--- config.mk ---
export PLATFORM = sky130hd
export DESIGN_NAME = regfile_dp
export DESIGN_NICKNAME = d
export VERILOG_FILES = /design/src/rtl/regfile_dp.sv
export SDC_FILE = /design/constraint.sdc
export NUM_CORES = 1
export LEC_CHECK = 0
export ABC_AREA = 1
export BUFFER_PORTS_ARGS = -buffer_cell sky130_fd_sc_hd__buf_2
export CELL_PAD_IN_SITES_DETAIL_PLACEMENT = 0
export CELL_PAD_IN_SITES_GLOBAL_PLACEMENT = 1
export CORE_AREA = 2 2 93 95
export CTS_CLUSTER_SIZE = 12
export DETAILED_ROUTE_END_ITERATION = 16
export DIE_AREA = 0 0 95 97
export PLACE_DENSITY_LB_ADDON = 0.1
export SLEW_MARGIN = 20
export SYNTH_ARGS = -nofsm -noshare
export SYNTH_HDL_FRONTEND = slang
export SYNTH_SLANG_ARGS = --single-unit
--- constraint.sdc ---
create_clock -name clk -period 3.3 [get_ports clk]
set_input_delay 0.33 -clock clk [delete_from_list [all_inputs] [get_ports clk]]
set_output_delay 0.33 -clock clk [all_outputs]
set_load 0.01 [all_outputs]
--- src/rtl/regfile_dp.sv ---
// rtl/regfile_dp.sv - two-write, two-read register file with registered, optionally write-first reads
module regfile_dp #(
   parameter int DATA_W = 16,
   parameter int IN_W   = 4,
   parameter int NREGS  = 8,
   parameter int ADDR_W = $clog2(NREGS),
   parameter bit BYPASS = 1'b1
) (
   input  logic              clk,
   input  logic              rst,
   input  logic              we_a,
   input  logic [ADDR_W-1:0] waddr_a,
   input  logic [IN_W-1:0]   wdata_a,
   input  logic              we_b,
   input  logic [ADDR_W-1:0] waddr_b,
   input  logic [IN_W-1:0]   wdata_b,
   input  logic              sext,
   input  logic [ADDR_W-1:0] raddr_a,
   input  logic [ADDR_W-1:0] raddr_b,
   output logic [DATA_W-1:0] rdata_a,
   output logic [DATA_W-1:0] rdata_b,
   output logic              collision,
   output logic              addr_err
);

   logic [DATA_W-1:0] regs [NREGS];
   logic [DATA_W-1:0] ext_a, ext_b;
   logic [DATA_W-1:0] nxt_a, nxt_b;
   logic              wa_in, wb_in, ra_in, rb_in;
   logic              wr_a, wr_b;
   logic              collision_d, addr_err_d;

   generate
      if (IN_W == DATA_W) begin : g_noext
         assign ext_a = wdata_a;
         assign ext_b = wdata_b;
      end else begin : g_ext
         // sext gates the replicated sign bit, so one expression covers both extensions
         assign ext_a = {{(DATA_W-IN_W){sext & wdata_a[IN_W-1]}}, wdata_a};
         assign ext_b = {{(DATA_W-IN_W){sext & wdata_b[IN_W-1]}}, wdata_b};
      end
   endgenerate

   generate
      if (NREGS == (1 << ADDR_W)) begin : g_full
         assign wa_in = 1'b1;
         assign wb_in = 1'b1;
         assign ra_in = 1'b1;
         assign rb_in = 1'b1;
      end else begin : g_part
         localparam logic [ADDR_W:0] NREGS_L = (ADDR_W+1)'(NREGS);
         assign wa_in = {1'b0, waddr_a} < NREGS_L;
         assign wb_in = {1'b0, waddr_b} < NREGS_L;
         assign ra_in = {1'b0, raddr_a} < NREGS_L;
         assign rb_in = {1'b0, raddr_b} < NREGS_L;
      end
   endgenerate

   assign wr_a = we_a & wa_in;
   assign wr_b = we_b & wb_in;

   assign collision_d = wr_a & wr_b & (waddr_a == waddr_b);
   assign addr_err_d  = (we_a & ~wa_in) | (we_b & ~wb_in) | ~ra_in | ~rb_in;

   // port B is checked first so it wins a same-address collision
   always_ff @(posedge clk or posedge rst) begin
      if (rst) begin
         for (int i = 0; i < NREGS; i++) begin
            regs[i] <= '0;
         end
      end else begin
         for (int i = 0; i < NREGS; i++) begin
            if (wr_b && (waddr_b == ADDR_W'(i))) begin
               regs[i] <= ext_b;
            end else if (wr_a && (waddr_a == ADDR_W'(i))) begin
               regs[i] <= ext_a;
            end
         end
      end
   end

   // an out-of-range address matches no register and reads as zero
   always_comb begin
      nxt_a = '0;
      nxt_b = '0;
      for (int i = 0; i < NREGS; i++) begin
         if (raddr_a == ADDR_W'(i)) begin
            nxt_a = regs[i];
         end
         if (raddr_b == ADDR_W'(i)) begin
            nxt_b = regs[i];
         end
      end
      if (BYPASS) begin
         if (wr_b && (waddr_b == raddr_a)) begin
            nxt_a = ext_b;
         end else if (wr_a && (waddr_a == raddr_a)) begin
            nxt_a = ext_a;
         end
         if (wr_b && (waddr_b == raddr_b)) begin
            nxt_b = ext_b;
         end else if (wr_a && (waddr_a == raddr_b)) begin
            nxt_b = ext_a;
         end
      end
   end

   always_ff @(posedge clk or posedge rst) begin
      if (rst) begin
         rdata_a   <= '0;
         rdata_b   <= '0;
         collision <= 1'b0;
         addr_err  <= 1'b0;
      end else begin
         rdata_a   <= nxt_a;
         rdata_b   <= nxt_b;
         collision <= collision_d;
         addr_err  <= addr_err_d;
      end
   end

endmodule

==> summary.txt <==
Detailed routing
  – Starting DRT DRC Count: 255
  – DRT antenna net count: 0
  – Number of vias per cell: 5.520
  – Average wire per standard cell: 18.35 um
  – DRC violations left: 0
  – DR vias: 3,538
  – First drt pass iteration count: 5
  – Routed Wire Length: 11.76 mm

Setup path
  – Crit path required time: 3.56 ns
  – CP Launch Type: input pin
  – Worst flop-to-flop path startpoint: regs[64]
  – Critical Path Fanout Max: 12
  – Worst r2r path cells: 6
  – R2r endpoint: rdata_a[0]
  – Critical path type: input pin to flop
  – Worst R2R Setup Slack: 2.01 ns
  – Worst Setup End Kind: flop
  – Arrival @ worst endpoint: 1.75 ns

Clock network
  – Total CTS buffers: 5
  – Clk root buf: clkbuf_8
  – Clk pin slew, worst setup/hold paths: 0.10 ns
  – CTS max path bufs: 2
  – Hold buffer count at cts: 0
  – # resized after CTS: 0
  – Postcts setup bufs: 0
  – Worst skew pair latency: 0.31 ns
  – Clk sink count: 51
  – CTS tree: yes
  – CTS HTree Levels: 2

Logic synthesis
  – Most frequent cell after synthesis: nand2_1
  – Simple-gate area share of the yosys netlist: 0.3337
  – Number of synthesis warnings: 0
  – Largest family of logic cells by synthesized area: simple AND/OR/NAND/NOR gates
  – Synth top area share: 0.3700
  – Register area share after synthesis: 0.3700
  – Xor/xnor share of the synthesized area: 0.01523
  – Adder-cell share of the synthesized area: 0
  – #FFs+latches synth: 51
  – Most frequent cells after synthesis: nand2_1, inv_1, nor2_1, dfrtp_1, o21ai_0
  – Distinct cells, synth: 24
  – Syn Inst Count: 508
  – Top cell type by total area after synthesis: dfrtp_1
  – Synthesized area per cell: 6.790 um2
  – Top FF cell, synth: dfrtp_1
  – Top cells by area, synth: dfrtp_1, nand2_1, inv_1
  – Share of flip-flops with an asynchronous set or reset: 1.000
  – Post-synthesis compound-gate area fraction: 0.1440
  – Post-synthesis net count: 533
  – Multiplexer share of the synthesized area: 0
  – Post-Syn Area: 3450 um2
  – EDFF count, synth: 0

Flow run
  – MaxCap Viol Count: 0

Timing
  – Actual slew at the worst max-slew pin: 0.6461 ns
  – Final TNS setup: 0 ns
  – Worst hold slack: 0.1115 ns
  – Post-layout worst setup margin: 1.802 ns
  – Fin crit share: 0.4539
  – Fin. max-slew vios: 0
  – Tmin final: 1.498 ns
  – Fin Clk Skew: 0.008416 ns
  – Max-Slew Margin vs Limit: 0.5660
  – Final hold vios: 0
  – # setup viols final: 0
  – Unrepaired setup endpoints after global routing: false
  – Highest Clock Rate: 667.6 MHz

Power
  – Pwr dens: 476.3 nW/um2
  – Total chip power: 1.775 mW
  – Worst VDD drop: 0.2050 mV
  – Leak: 1.886 nW

Placement
  – GP Congestion: 1.013
  – HPWL after detailed placement: 9.078 mm
  – Pre-CTS setup slack: 1.562 ns
  – I/O Buffers: 57

Worst hold path
  – Min-delay worst type: input pin to async pin

Floorplanning
  – Die height: 97 um
  – I/O Pins: 59
  – Num rows: 33
  – Die ar.: 9215 um2
  – Initial Util: 0.4241
  – Core footprint: 8134 um2
  – Die X: 95 um

GRT
  – Total track usage: 0.2652
  – First-pass GRT wire length: 18.17 mm
  – Number of global-route vias before repair: 3,323
  – Initial antenna violation count: 0
  – Remaining Overflow, GRT: 0
  – Largest net degree at the start of global routing: 52

Layout
  – Final nets: 561
  – Share of cells above drive strength 1: 0.1362
  – Area growth from synthesis to layout: 8.052%
  – # diodes: 0
  – Fill count: 847

Status
  – Status: completed
[routing by layer]
layer  vias up  GRT usage  wire [um]
met4         0    0.09588        384
met1      1646     0.3624       5058
met2       154     0.4157       5479
met5         -          0          0
li1       1711          -          -
met3        27    0.05062        839
[kinds of logic after synthesis]
kind of cell / after synthesis
AND/OR/NAND/NOR: 266
buffers and inverters: 99
AO/OA/AOI/OAI: 85
flip-flops: 51
XOR/XNOR: 6
other: 1
[placed cells by master (no fill, tap or decap)]
cell / n
a2111oi_0: 1
inv_4: 1
nand2_1: 138
nor3_4: 1
o22ai_1: 5
nand4_1: 29
a21oi_1: 14
o21ai_1: 6
inv_6: 1
a21oi_2: 1
o21ai_0: 38
o211ai_1: 14
inv_2: 3
conb_1: 1
clkbuf_8: 6
nor2_1: 56
buf_2: 57
xor2_1: 6
nand3_2: 1
nand3_1: 30
dfrtp_1: 51
nor3_1: 9
inv_1: 59
nor3_2: 2
o221ai_1: 6
[worst max-delay path by stage]
stage | end | slack, ns | startpoint
6_report | rdata_a[11] | 1.80 | raddr_a[0]
5_1_grt | rdata_a[2] | 1.69 | raddr_a[1]
4_1_cts | rdata_a[11] | 1.88 | raddr_a[0]
3_5_place_dp | rdata_a[11] | 1.56 | raddr_a[0]
3_3_place_gp | rdata_a[11] | 1.47 | raddr_a[0]
2_1_floorplan | collision | 1.74 | rst
[flip-flops by register name, indices dropped and copies added, names as in the netlist]
register and cells:
regs 40, rdata_a 5, collision 1, rdata_b 5
[power breakdown]
group	total [mW]	internal (mW)	switching, mW
clock	0.384	0.169	0.215
sequential	0.874	0.752	0.122
combinational	0.518	0.183	0.335
[final cells by class]
cell class              count  area, um2  share of cell area
multi-input cells         358       1704              0.4572
well taps                 105      131.4             0.03525
inverters                  63      239.0             0.06412
flip-flops and latches     51       1276              0.3424
repair buffers             57      285.3             0.07654
clock buffers               6      82.58             0.02216
clock inverters             1      8.758            0.002350
[worst max-delay path: stages]
cell and delay (ns):
buf_2 0.24, inv_1 0.17, nor3_1 0.57, nand2_1 0.10
nand4_1 0.12, nand2_1 0.06, nand2_1 0.06, nand2_1 0.04
nand2_1 0.06
[stage by stage]
step | cell area (um2) | utilization | std cells
2_1_floorplan | 3450 | - | 508
6_report | 3727 | 0.4582 | 641
5_1_grt | 3727 | 0.4582 | 641
3_3_place_gp | 3633 | 0.4467 | 634
4_1_cts | 3727 | 0.4582 | 641
3_5_place_dp | 3636 | 0.4470 | 634
No activity file was read; power rests on OpenSTA's default activity.
